==> src/rtl/reset_req_pkg.sv <==
// -----------------------------------------------------------------------------
// reset_req_pkg
// Shared definitions for the partial-reset request scheduler.
//   state_e        : scheduler FSM encoding (reported on the STATE debug port)
//   CH_*           : fixed subsystem-to-channel mapping
//   DEF_*          : default parameter values
// -----------------------------------------------------------------------------
package reset_req_pkg;

  typedef enum logic [2:0] {
    ST_IDLE  = 3'd0,
    ST_PULSE = 3'd1,
    ST_WAIT  = 3'd2,
    ST_RETRY = 3'd3
  } state_e;

  localparam int CH_ADC  = 0;
  localparam int CH_TRG  = 1;
  localparam int CH_DSR  = 2;
  localparam int CH_MMCM = 3;

  localparam int DEF_NREQ      = 4;
  localparam int DEF_PULSE_LEN = 16;
  localparam int DEF_TMO       = 4000;
  localparam int DEF_MAX_RETRY = 3;

endpackage

==> src/rtl/rr_arbiter.sv <==
// -----------------------------------------------------------------------------
// rr_arbiter
// Combinational round-robin pick among pending channels. The search starts at
// the channel after the last granted one and wraps around.
//   pend_i     : pending request bits
//   last_i     : index of the most recently granted channel
//   win_o      : one-hot winner (zero when nothing is pending)
//   win_idx_o  : index of the winner (last_i when nothing is pending)
// -----------------------------------------------------------------------------
module rr_arbiter #(
  parameter int NREQ = 4,
  parameter int LW   = 2
) (
  input  logic [NREQ-1:0] pend_i,
  input  logic [LW-1:0]   last_i,
  output logic [NREQ-1:0] win_o,
  output logic [LW-1:0]   win_idx_o
);

  always_comb begin
    logic [LW:0] c;
    logic        found;
    win_o     = '0;
    win_idx_o = last_i;
    found     = 1'b0;
    c         = '0;
    for (int i = 1; i <= NREQ; i++) begin
      // one spare bit holds last+i before the wrap back into range
      c = {1'b0, last_i} + (LW+1)'(i);
      if (c >= (LW+1)'(NREQ)) c = c - (LW+1)'(NREQ);
      if (!found && pend_i[c[LW-1:0]]) begin
        found               = 1'b1;
        win_o[c[LW-1:0]]    = 1'b1;
        win_idx_o           = c[LW-1:0];
      end
    end
  end

endmodule

==> src/rtl/reset_req_scheduler.sv <==
// -----------------------------------------------------------------------------
// reset_req_scheduler
// Sequences subsystem (partial) resets after power-on. Rising edges on REQ
// queue one reset per channel; channels are served round-robin, one reset
// pulse at a time, followed by a wait for the subsystem's RDY. A timeout
// re-pulses up to MAX_RETRY times before the channel is flagged as failed.
//   CLK      : 40 MHz system clock
//   RST      : synchronous active-high reset (SYS_RST)
//   REQ      : level requests, a rising edge queues one reset
//   RDY      : per-subsystem ready / lock
//   SUB_RST  : subsystem reset lines, at most one high
//   GNT      : one-hot channel in service
//   ACK      : one-cycle pulse on successful completion
//   FAIL     : sticky, set when retries are exhausted, cleared on a later ACK
//   BUSY     : scheduler not idle
//   STATE    : FSM encoding for debug status
// -----------------------------------------------------------------------------
module reset_req_scheduler
  import reset_req_pkg::*;
#(
  parameter int NREQ      = DEF_NREQ,
  parameter int PULSE_LEN = DEF_PULSE_LEN,
  parameter int TMO       = DEF_TMO,
  parameter int MAX_RETRY = DEF_MAX_RETRY
) (
  input  logic            CLK,
  input  logic            RST,
  input  logic [NREQ-1:0] REQ,
  input  logic [NREQ-1:0] RDY,
  output logic [NREQ-1:0] SUB_RST,
  output logic [NREQ-1:0] GNT,
  output logic [NREQ-1:0] ACK,
  output logic [NREQ-1:0] FAIL,
  output logic            BUSY,
  output logic [2:0]      STATE
);

  localparam int LW = (NREQ > 1) ? $clog2(NREQ) : 1;
  localparam int PW = $clog2(PULSE_LEN + 1);
  localparam int TW = $clog2(TMO + 1);
  localparam int RW = (MAX_RETRY > 0) ? $clog2(MAX_RETRY + 1) : 1;

  state_e          state_q, state_d;
  logic [NREQ-1:0] req_q, pend_q, pend_d;
  logic [NREQ-1:0] gnt_q, gnt_d;
  logic [NREQ-1:0] ack_q, ack_d;
  logic [NREQ-1:0] fail_q, fail_d;
  logic [LW-1:0]   last_q, last_d;
  logic [PW-1:0]   cnt_q, cnt_d;
  logic [TW-1:0]   tmr_q, tmr_d;
  logic [RW-1:0]   retry_q, retry_d;
  logic [NREQ-1:0] clr;
  logic [NREQ-1:0] win;
  logic [LW-1:0]   win_idx;

  rr_arbiter #(
    .NREQ (NREQ),
    .LW   (LW)
  ) u_arb (
    .pend_i    (pend_q),
    .last_i    (last_q),
    .win_o     (win),
    .win_idx_o (win_idx)
  );

  // State register
  always_ff @(posedge CLK) begin
    if (RST) begin
      state_q <= ST_IDLE;
      req_q   <= '0;
      pend_q  <= '0;
      gnt_q   <= '0;
      ack_q   <= '0;
      fail_q  <= '0;
      last_q  <= LW'(NREQ - 1);
      cnt_q   <= '0;
      tmr_q   <= '0;
      retry_q <= '0;
    end else begin
      state_q <= state_d;
      req_q   <= REQ;
      pend_q  <= pend_d;
      gnt_q   <= gnt_d;
      ack_q   <= ack_d;
      fail_q  <= fail_d;
      last_q  <= last_d;
      cnt_q   <= cnt_d;
      tmr_q   <= tmr_d;
      retry_q <= retry_d;
    end
  end

  // Next-state logic
  always_comb begin
    state_d = state_q;
    gnt_d   = gnt_q;
    ack_d   = '0;
    fail_d  = fail_q;
    last_d  = last_q;
    cnt_d   = cnt_q;
    tmr_d   = tmr_q;
    retry_d = retry_q;
    clr     = '0;
    unique case (state_q)
      ST_IDLE: begin
        if (|pend_q) begin
          state_d = ST_PULSE;
          gnt_d   = win;
          last_d  = win_idx;
          clr     = win;
          retry_d = '0;
          cnt_d   = PW'(PULSE_LEN);
        end
      end
      ST_PULSE: begin
        if (cnt_q == PW'(1)) begin
          state_d = ST_WAIT;
          tmr_d   = '0;
        end else begin
          cnt_d = cnt_q - PW'(1);
        end
      end
      ST_WAIT: begin
        // ready wins over a timeout landing in the same cycle
        if (|(RDY & gnt_q)) begin
          state_d = ST_IDLE;
          ack_d   = gnt_q;
          fail_d  = fail_q & ~gnt_q;
          gnt_d   = '0;
        end else if (tmr_q == TW'(TMO - 1)) begin
          state_d = ST_RETRY;
        end else begin
          tmr_d = tmr_q + TW'(1);
        end
      end
      ST_RETRY: begin
        if (retry_q < RW'(MAX_RETRY)) begin
          state_d = ST_PULSE;
          retry_d = retry_q + RW'(1);
          cnt_d   = PW'(PULSE_LEN);
        end else begin
          state_d = ST_IDLE;
          fail_d  = fail_q | gnt_q;
          gnt_d   = '0;
        end
      end
      default: state_d = ST_IDLE;
    endcase
    // an edge on the channel in service re-queues it for a later sequence
    pend_d = (pend_q | (REQ & ~req_q)) & ~clr;
  end

  // Outputs
  always_comb begin
    SUB_RST = (state_q == ST_PULSE) ? gnt_q : '0;
    GNT     = gnt_q;
    ACK     = ack_q;
    FAIL    = fail_q;
    BUSY    = (state_q != ST_IDLE);
    STATE   = state_q;
  end

endmodule
==> config.mk <==
export PLATFORM = sky130hd
export DESIGN_NAME = reset_req_scheduler
export DESIGN_NICKNAME = d
export VERILOG_FILES = /design/src/rtl/reset_req_pkg.sv /design/src/rtl/rr_arbiter.sv /design/src/rtl/reset_req_scheduler.sv
export SDC_FILE = /design/constraint.sdc
export NUM_CORES = 1
export LEC_CHECK = 0
export CAP_MARGIN = 30
export CORE_AREA = 2 2 88 90
export DETAILED_ROUTE_END_ITERATION = 8
export DIE_AREA = 0 0 90 92
export REMOVE_ABC_BUFFERS = 1
export SETUP_SLACK_MARGIN = 0.2
export SLEW_MARGIN = 20
export SYNTH_ARGS = -nofsm -noshare
export SYNTH_HDL_FRONTEND = slang
export SYNTH_SLANG_ARGS = --single-unit
==> constraint.sdc <==
create_clock -name CLK -period 2.7 [get_ports CLK]
set_clock_uncertainty 0.15 [all_clocks]
set_input_delay 0.54 -clock CLK [delete_from_list [all_inputs] [get_ports CLK]]
set_output_delay 0.54 -clock CLK [all_outputs]
set_load 0.01 [all_outputs]
==> results of run 1 <==
[kinds of logic after synthesis]
family                     synth area share [%]
AOI/OAI and AO/OA                          20.1
xor gates and xnor gates                   2.48
adders and majority gates                  6.08
buffers and inverters                      7.85
DFF                                        34.9
muxes                                      3.14
other                                     0.152
and+or+nand+nor                            25.4
[registers in the layout, summed over array words and instances, names as in the netlist, 4 cells and up, named ones only]
register / count
ACK: 4
GNT: 4
cnt_q: 5
pend_q: 4
req_q: 4
tmr_q: 12
[power by group through the flow]
stage | logic (W) | clock network (W) | registers (W)
finish | 0.00147 | 0.000425 | 0.000900
global route | 0.00164 | 0.000461 | 0.000922
detailed placement | 0.00142 | 0 | 0.000911
CTS | 0.00144 | 0.000439 | 0.000897
global placement | 0.00141 | 0 | 0.000912
floorplan | 0.000915 | 0 | 0.000923
[tightest hold or removal path: cells and delay by family (launching register included)]
| family | cells | cell delay, ns |
|---|---|---|
| compound gates | 1 | 0.05 |
| flops | 1 | 0.32 |
| simple gates | 1 | 0.05 |
[Yosys cell counts (2+ instances only)]
| cell | n | area (µm²) |
|---|---|---|
| sky130_fd_sc_hd__a2bb2oi_1 | 2 | 17.5 |
| sky130_fd_sc_hd__clkbuf_8 | 2 | 27.5 |
| sky130_fd_sc_hd__a221oi_2 | 2 | 30.0 |
| sky130_fd_sc_hd__nor2b_1 | 9 | 56.3 |
| sky130_fd_sc_hd__ha_1 | 12 | 150 |
| sky130_fd_sc_hd__inv_1 | 17 | 63.8 |
| sky130_fd_sc_hd__clkbuf_1 | 5 | 18.8 |
| sky130_fd_sc_hd__nand2_1 | 27 | 101 |
| sky130_fd_sc_hd__mux4_2 | 3 | 67.6 |
| sky130_fd_sc_hd__a21o_1 | 4 | 30.0 |
| sky130_fd_sc_hd__a221o_1 | 4 | 40.0 |
| sky130_fd_sc_hd__a221oi_1 | 5 | 43.8 |
| sky130_fd_sc_hd__o211ai_1 | 2 | 15.0 |
| sky130_fd_sc_hd__nor2_1 | 15 | 56.3 |
| sky130_fd_sc_hd__dfxtp_1 | 43 | 861 |
| sky130_fd_sc_hd__buf_2 | 3 | 15.0 |
| sky130_fd_sc_hd__a31o_2 | 2 | 17.5 |
| sky130_fd_sc_hd__nor3_1 | 8 | 40.0 |
| sky130_fd_sc_hd__o21ai_0 | 10 | 50.1 |
| sky130_fd_sc_hd__a311oi_1 | 2 | 17.5 |
| sky130_fd_sc_hd__and2_1 | 12 | 75.1 |
| sky130_fd_sc_hd__nand4_1 | 11 | 68.8 |
| sky130_fd_sc_hd__buf_4 | 2 | 15.0 |
| sky130_fd_sc_hd__a2111oi_2 | 2 | 30.0 |
| sky130_fd_sc_hd__buf_6 | 3 | 33.8 |
| sky130_fd_sc_hd__a22oi_1 | 2 | 15.0 |
| sky130_fd_sc_hd__nand3_1 | 11 | 55.1 |
| sky130_fd_sc_hd__nor4_1 | 6 | 37.5 |
| sky130_fd_sc_hd__a21oi_1 | 22 | 110 |
| sky130_fd_sc_hd__xor2_1 | 2 | 17.5 |
| sky130_fd_sc_hd__a2111oi_0 | 4 | 35.0 |
| sky130_fd_sc_hd__xnor2_1 | 5 | 43.8 |
[per-stage QoR]
stage	util, %	std cells
final	39.9	421
after global routing	39.9	421
after CTS	39.6	420
after detailed placement	38.3	412
after global placement	38.3	412
after floorplan	-	268
[final cells by class]
class | instances | area [µm²]
fill | 774 | 4470
multi-input combinational | 208 | 1440
sequential | 43 | 862
timing repair buffer | 43 | 393
tap | 102 | 128
clock buffer | 5 | 68.8
inverter | 17 | 63.8
clock inverter | 3 | 23.8
[metal layers]
layer  up-vias  part of all wire (%)  track usage [%]
met5         -                     0                0
met4         0                   1.2             5.00
met3         6                   4.4             2.88
met2        51                    43             21.3
met1       990                    51             18.9
li1       1093                     -                -
[final timing paths]
check | startpoint | endpoint | slack (ns) | cells past startpoint
worst min-delay path | flip-flop | flip-flop | 0.31 | 2
worst max register to register | last_q[0]$_SDFFE_PP1P_ | pend_q[1]$_SDFF_PP0_ | 0.31 | 7
worst min register to register | flip-flop | flip-flop | 0.31 | 2
worst max-delay path | STATE[0]$_SDFFE_PP0P_ | SUB_RST[0] | 0.29 | 3
[repair_timing]
item,CTS,global route
setup buffers,0,1
resized for setup,1,3
gates cloned,0,0
pin swaps,0,1
endpoints found under the setup margin,4,9
==> impl_metrics.toml, run 1 <==
[placed_design]
post-dp-hpwl_um = 4070
numPortBuffers = 28
minimum_setup_slack_after_placement_ns = 0.110
placed_cell_area_um2 = 2850
place.gp.congestion = 0.773

[floorplan]
die_h_um = 92
dieArea_um2 = 8280
fp.dieW_um = 90
top_level_ports = 30
placementRows = 32
start_util_pct = 33.2
floorplan.core_area_um2 = 7450

[pwr]
vdd_drop_max_mv = 0.304
pwr-share-seq_pct = 32.2
cell_internal_pwr_w = 0.00162
pwr_density_cell_nw_per_um2 = 940
total_power_w = 0.00280
switching_share_of_power_pct = 42.2
leakage_nw = 1.08
p_comb_share_pct = 52.6
net-switching-power_w = 0.00118
p_clk_share_pct = 15.2

[critical_path]
worst-endpoint-required_ns = 2.01
timing.critical_path.max_delay_family = "buffers and inverters"
crit_fanout = 9
worst-endpoint-arrival_ns = 1.72
cp_num_buf_inv = 1
start_kind = "flip-flop"
crit_path_max_incr_delay_ns = 0.54
critPathKind = "reg -> out"
crit_slowest_cell = "sky130_fd_sc_hd__clkdlybuf4s50_1"
worstPathCellList = "nor2b_4, and2_1, clkdlybuf4s50_1"
cp-end-kind = "primary output"

[clocking]
worst_skew_pair.late_latency_ns = 0.31
number_of_buffers_added_to_fix_hold_violations_after_cts = 0
clock-root-buffer = "sky130_fd_sc_hd__clkbuf_8"
cts_sinks = 43
cts_inserted_buffers = 5
tritoncts = "built"
cts_h_tree_depth = 2
cts-root-to-sink-buffers = 2
clk_transition_reported_paths_ns = 0.09

[synth]
async_s_r_ff_share_synth_pct = 0
netlist_area_um2 = 2470
postSynthCellCount = 284
number_of_flops_mapped_to_enable_cells_by_yosys = 0
post_synth.cell_area_avg_um2 = 8.70
postSynth.topFlopCell = "sky130_fd_sc_hd__dfxtp_1"
post_synth_cell_types = 57
sequential_cell_area_fraction_in_the_yosys_report_pct = 34.9
yosysWarnings = 0
synth-seq-cells = 43

[cells_and_area]
mostFrequentLayoutCells = "42 x sky130_fd_sc_hd__dfxtp_1, 28 x sky130_fd_sc_hd__clkdlybuf4s50_1, 27 x sky130_fd_sc_hd__nand2_1"
layout.cells.most_common = "sky130_fd_sc_hd__dfxtp_1"
design_area_um2 = 2970
design.final.nets = 340
insertedDiodeCount = 0
drive_above_1_share_pct = 13.5
area_delta_synth_final_pct = 20.4

[drt]
iteration_0_drc_count_of_the_detailed_router = 107
detail_route.wirelength_um = 5570
wire_per_inst_um = 13.2
final_antenna_net_count = 0
post_route_drc_violation_count = 0
avgViaCountPerCell = 5.08
total_via_count_after_detailed_routing = 2140
drt-pass1-iter-count = 4

[min_path]
hold_path_class = "reg -> reg"

[global_routing]
number_of_global_route_vias_before_repair = 2044
grt_antenna_before_repair = 0
grt_pass1_wl_um = 9580
globalRouteTotalUtil_pct = 13.8
grt_max_degree = 22
grt_overflow_total = 0

[timing]
period_share_pct = 89.4
fin_tns_setup_ns = 0
layout_setup_ws_ns = 0.287
hold_viol = 0
transition_at_the_pin_with_the_smallest_max_transition_slack_ns = 0.598
timing.max_slew.rel_slack_pct = 59.8
grt_setup_unrepaired = "false"
max_clock_freq_mhz = 414
pins_over_their_slew_limit = 0
shortest_clock_period_the_worst_path_allows_after_layout_ns = 2.41
finalSetupViolCount = 0
hold_ws_ns = 0.308

[flow_run]
max_cap_violations = 0

[status]
outcome = "finished, final reports clean"
Power figures use the tool's default switching activity.
==> run 2, diff against run 1 <==
- CAP_MARGIN: 30 -> unset
- CORE_AREA: 2 2 88 90 -> 2 2 74 76
- DIE_AREA: 0 0 90 92 -> 0 0 76 78
- PLACE_DENSITY: unset -> 0.74
- TNS_END_PERCENT: unset -> 30
==> run 2 against run 1 <==
Sequential power is 0.4% lower. Count of clock-buffer cells in the layout is 1 higher. Critical path type unchanged. Via count is 1.2% lower. Combinational power is 3% lower. Final cell count is 8.6% lower. Non-clock buffer count is 3 lower. Global-route usage is 4.0 points higher. Fmax is 1.9% lower. Die area is 28% lower. Flip-flop and latch count stayed put. Register-to-register slack better by 0.06 ns. Setup slack worse by 0.047 ns.
==> impl_metrics.toml, run 2 (same netlist as run 1, synthesis figures left out) <==
[pwr]
vdd_drop_max_mv = 0.367
leakage_nw = 1.07
p_comb_share_pct = 52.2
switching_share_of_power_pct = 41.1
p_clk_share_pct = 15.0
pwr_density_cell_nw_per_um2 = 940
pwr-share-seq_pct = 32.9
cell_internal_pwr_w = 0.00161
net-switching-power_w = 0.00112

[critical_path]
start_kind = "flip-flop"
worst-endpoint-required_ns = 2.01
critPathKind = "reg -> out"
crit_path_max_incr_delay_ns = 0.65
crit_slowest_cell = "sky130_fd_sc_hd__dfxtp_1"
cp-end-kind = "primary output"
worst-endpoint-arrival_ns = 1.77
timing.critical_path.max_delay_family = "flip-flops"
cp_num_buf_inv = 2
crit_fanout = 15
rrSetupSlack_ns = 0.37
worstPathCellList = "nor2_1, inv_1, clkdlybuf4s50_1"

[drt]
final_antenna_net_count = 0
total_via_count_after_detailed_routing = 2115
post_route_drc_violation_count = 0
avgViaCountPerCell = 5.49
iteration_0_drc_count_of_the_detailed_router = 116
wire_per_inst_um = 13.3
drt-pass1-iter-count = 4
detail_route.wirelength_um = 5140

[clocking]
clock-root-buffer = "sky130_fd_sc_hd__clkbuf_8"
cts_inserted_buffers = 5
cts_h_tree_depth = 2
post_cts_resized = 1
cts_sinks = 43
cts-root-to-sink-buffers = 2
tritoncts = "built"
cts_setup_buffers = 0
worst_skew_pair.late_latency_ns = 0.29
clk_transition_reported_paths_ns = 0.08
number_of_buffers_added_to_fix_hold_violations_after_cts = 0

[timing]
pins_over_their_slew_limit = 0
transition_at_the_pin_with_the_smallest_max_transition_slack_ns = 0.608
grt_setup_unrepaired = "true"
finalSetupViolCount = 0
fin_tns_setup_ns = 0
max_clock_freq_mhz = 407
period_share_pct = 91.1
shortest_clock_period_the_worst_path_allows_after_layout_ns = 2.46
hold_viol = 0
timing.max_slew.rel_slack_pct = 59.1

[cells_and_area]
insertedDiodeCount = 0
design_area_um2 = 2900
largest_reg_flops = 12
design.final.nets = 337
biggestRegsByFlops = "tmr_q (12), cnt_q (5)"
registers.top_by_ff_count = "tmr_q"
area_delta_synth_final_pct = 17.4
drive_above_1_share_pct = 12.4
layout.cells.most_common = "sky130_fd_sc_hd__dfxtp_1"
mostFrequentLayoutCells = "43 x sky130_fd_sc_hd__dfxtp_1, 28 x sky130_fd_sc_hd__clkdlybuf4s50_1, 27 x sky130_fd_sc_hd__nand2_1"

[floorplan]
floorplan.core_area_um2 = 5040
fp.dieW_um = 76
die_h_um = 78
placementRows = 26
top_level_ports = 30
dieArea_um2 = 5930
start_util_pct = 49.0

[placed_design]
post-dp-hpwl_um = 3810
place.gp.congestion = 0.844
numPortBuffers = 28
placed_cell_area_um2 = 2800

[global_routing]
grt_overflow_total = 0
grt_max_degree = 19
grt_antenna_before_repair = 0
grt_pass1_wl_um = 8670
globalRouteTotalUtil_pct = 17.8
number_of_global_route_vias_before_repair = 1912

[min_path]
hold_path_class = "reg -> reg"

[status]
outcome = "finished, final reports clean"

[flow_run]
max_cap_violations = 0
[run 2: cell type report]
type | count | area, µm²
timing repair buffer | 40 | 370
multi-input combinational | 208 | 1430
sequential | 43 | 861
clock inverter | 1 | 5.00
fill | 474 | 2140
tap | 70 | 87.6
inverter | 17 | 63.8
clock buffer | 6 | 82.6
[run 2: worst paths after layout]
kind	end	startpoint	depth (start not counted)
max	BUSY	STATE[1]$_SDFFE_PP0P_	3
min	flip-flop	flip-flop	2
max reg2reg	pend_q[1]$_SDFF_PP0_	last_q[0]$_SDFFE_PP1P_	7
min reg2reg	flip-flop	flip-flop	2
[run 2: power by group through the flow]
stage / registers [W] / clock network [W] / logic, W
after detailed placement: 0.000910 / 0 / 0.00138
after floorplan: 0.000923 / 0 / 0.000915
after global placement: 0.000906 / 0 / 0.00137
final: 0.000896 / 0.000408 / 0.00142
after global routing: 0.000915 / 0.000447 / 0.00158
after CTS: 0.000896 / 0.000423 / 0.00140
[run 2: stage by stage]
step	util [%]	total power (W)	setup slack [ns]	cells	hold slack (ns)
after CTS	57.3	0.00272	0.196	385	0.311
after floorplan	-	0.00184	0.0110	268	0.280
final	57.5	0.00273	0.240	385	0.308
after detailed placement	55.5	0.00229	0.0614	378	0.300
after global routing	57.5	0.00294	0.152	385	0.335
after global placement	55.5	0.00228	0.152	378	0.293
[run 2: worst reg2reg max path, delay by kind of cell, from the launching register on]
kind,cells,cell delay [ns]
adders and majority gates,1,0.31
AOI/OAI and AO/OA,2,0.56
buffers and inverters,1,0.09
and+or+nand+nor,2,0.28
muxes,1,0.52
DFF,1,0.34
[run 2: layer usage]
metal  up-vias  routed length (µm)  GRT usage, %
met5         -                   0             0
met2        50                2270          28.7
met3         9                 247          4.07
met1       968                2550          23.4
li1       1088                   -             -
met4         0                  76          6.36
==> run 3, diff against run 2 <==
- MAX_ROUTING_LAYER: unset -> met4
==> run 3 against run 2 <==
First-iteration DRC count increased by 6.9%. Global-route usage grew 0.50 points. Sequential power hardly changed. Count of clock-buffer cells in the layout unchanged. Power hardly changed. Non-clock buffer count unchanged. Die area did not move. Setup slack worse by 0.00084 ns. Combinational power hardly changed. Critical path depth unchanged.
==> impl_metrics.toml, run 3 (same netlist as run 1, synthesis figures left out) <==
[clocking]
tritoncts = "built"
worst_skew_pair.late_latency_ns = 0.29
number_of_buffers_added_to_fix_hold_violations_after_cts = 0
cts-root-to-sink-buffers = 2
clk_transition_reported_paths_ns = 0.08
cts_h_tree_depth = 2
cts_inserted_buffers = 5
clock-root-buffer = "sky130_fd_sc_hd__clkbuf_8"
cts_sinks = 43
cts_setup_buffers = 0

[timing]
max_clock_freq_mhz = 406
grt_setup_unrepaired = "true"
pins_over_their_slew_limit = 0
shortest_clock_period_the_worst_path_allows_after_layout_ns = 2.46
transition_at_the_pin_with_the_smallest_max_transition_slack_ns = 0.611
finalSetupViolCount = 0
hold_viol = 0
period_share_pct = 91.1
timing.max_slew.rel_slack_pct = 59.0
fin_tns_setup_ns = 0

[critical_path]
worst-endpoint-required_ns = 2.01
critPathKind = "reg -> out"
cp-end-kind = "primary output"
worst-endpoint-arrival_ns = 1.77
crit_fanout = 15
start_kind = "flip-flop"

[floorplan]
start_util_pct = 49.0
die_h_um = 78
floorplan.core_area_um2 = 5040
top_level_ports = 30
dieArea_um2 = 5930
fp.dieW_um = 76
placementRows = 26

[drt]
detail_route.wirelength_um = 5150
iteration_0_drc_count_of_the_detailed_router = 124
avgViaCountPerCell = 5.48
post_route_drc_violation_count = 0
total_via_count_after_detailed_routing = 2109
final_antenna_net_count = 0
drt-pass1-iter-count = 5
wire_per_inst_um = 13.4

[cells_and_area]
fillers = 474
area_delta_synth_final_pct = 17.4
largest_reg_flops = 12
multi_input_area_um2 = 1430
regArea_um2 = 861
mostFrequentLayoutCells = "43 x sky130_fd_sc_hd__dfxtp_1, 28 x sky130_fd_sc_hd__clkdlybuf4s50_1, 27 x sky130_fd_sc_hd__nand2_1"
drive_above_1_share_pct = 12.4
biggestRegsByFlops = "tmr_q (12), cnt_q (5)"
design_area_um2 = 2900
registers.top_by_ff_count = "tmr_q"
layout.cells.most_common = "sky130_fd_sc_hd__dfxtp_1"
post_layout_nonfiller_instances = 385
design.final.nets = 337
final_util_pct = 57.5
insertedDiodeCount = 0

[placed_design]
post-dp-hpwl_um = 3810
placed_cells = 378
placed_cell_area_um2 = 2800
place.gp.congestion = 0.857
numPortBuffers = 28

[global_routing]
grt_overflow_total = 0
number_of_global_route_vias_before_repair = 1911
globalRouteTotalUtil_pct = 18.3
grt_pass1_wl_um = 8670
grt_antenna_before_repair = 0
grt_max_degree = 19

[status]
outcome = "finished, final reports clean"

[pwr]
pwr_density_cell_nw_per_um2 = 940
leakage_nw = 1.07
vdd_drop_max_mv = 0.364

[flow_run]
max_cap_violations = 0

[min_path]
hold_path_class = "reg -> reg"
==> run 3: worst paths after layout <==
| kind | to | start | depth (start not counted) | slack (ns) |
|---|---|---|---|---|
| setup reg to reg | pend_q[1]$_SDFF_PP0_ | last_q[0]$_SDFFE_PP1P_ | 7 | 0.37 |
| hold / removal | flip-flop | flip-flop | 2 | 0.31 |
| setup / recovery | BUSY | STATE[1]$_SDFFE_PP0P_ | 3 | 0.24 |
| hold reg to reg | flip-flop | flip-flop | 2 | 0.31 |
==> run 3: routing by layer <==
layer	up-vias	share of wire, %	GRT usage (%)
li1	1090	-	-
met1	964	49	23.4
met2	44	44	28.7
met3	11	4.6	4.07
met4	0	1.7	6.36
met5	-	0	-
==> run 3: where the power goes <==
| part | internal (W) | total [W] | switching [W] |
|---|---|---|---|
| combinational | 0.000665 | 0.00142 | 0.000756 |
| clock | 0.000201 | 0.000408 | 0.000207 |
| sequential | 0.000739 | 0.000896 | 0.000157 |
==> run 3: what timing repair did <==
item / CTS / global route
pin swaps: 0 / 0
setup endpoints to repair: 5 / 13
gates resized for setup: 1 / 3
==> run 3: stage by stage <==
| step | hold WS, ns | power (W) | worst slack, ns |
|---|---|---|---|
| after floorplan | 0.280 | 0.00184 | 0.0110 |
| after global placement | 0.293 | 0.00228 | 0.152 |
| after detailed placement | 0.300 | 0.00229 | 0.0614 |
| after CTS | 0.311 | 0.00272 | 0.196 |
| after global routing | 0.335 | 0.00294 | 0.152 |
| final | 0.308 | 0.00272 | 0.240 |
==> run 3: area by class of cell <==
class                      instances  area share (%)
multi-input combinational        208            49.3
inverter                          17            2.20
tap                               70            3.02
clock buffer                       6            2.85
sequential                        43            29.7
clock inverter                     1           0.173
timing repair buffer              40            12.8
==> run 3: critical path: stages, from the launching register on <==
cell and delay, ns:
sky130_fd_sc_hd__dfxtp_1 0.65, sky130_fd_sc_hd__nor2_1 0.20, sky130_fd_sc_hd__inv_1 0.09, sky130_fd_sc_hd__clkdlybuf4s50_1 0.53
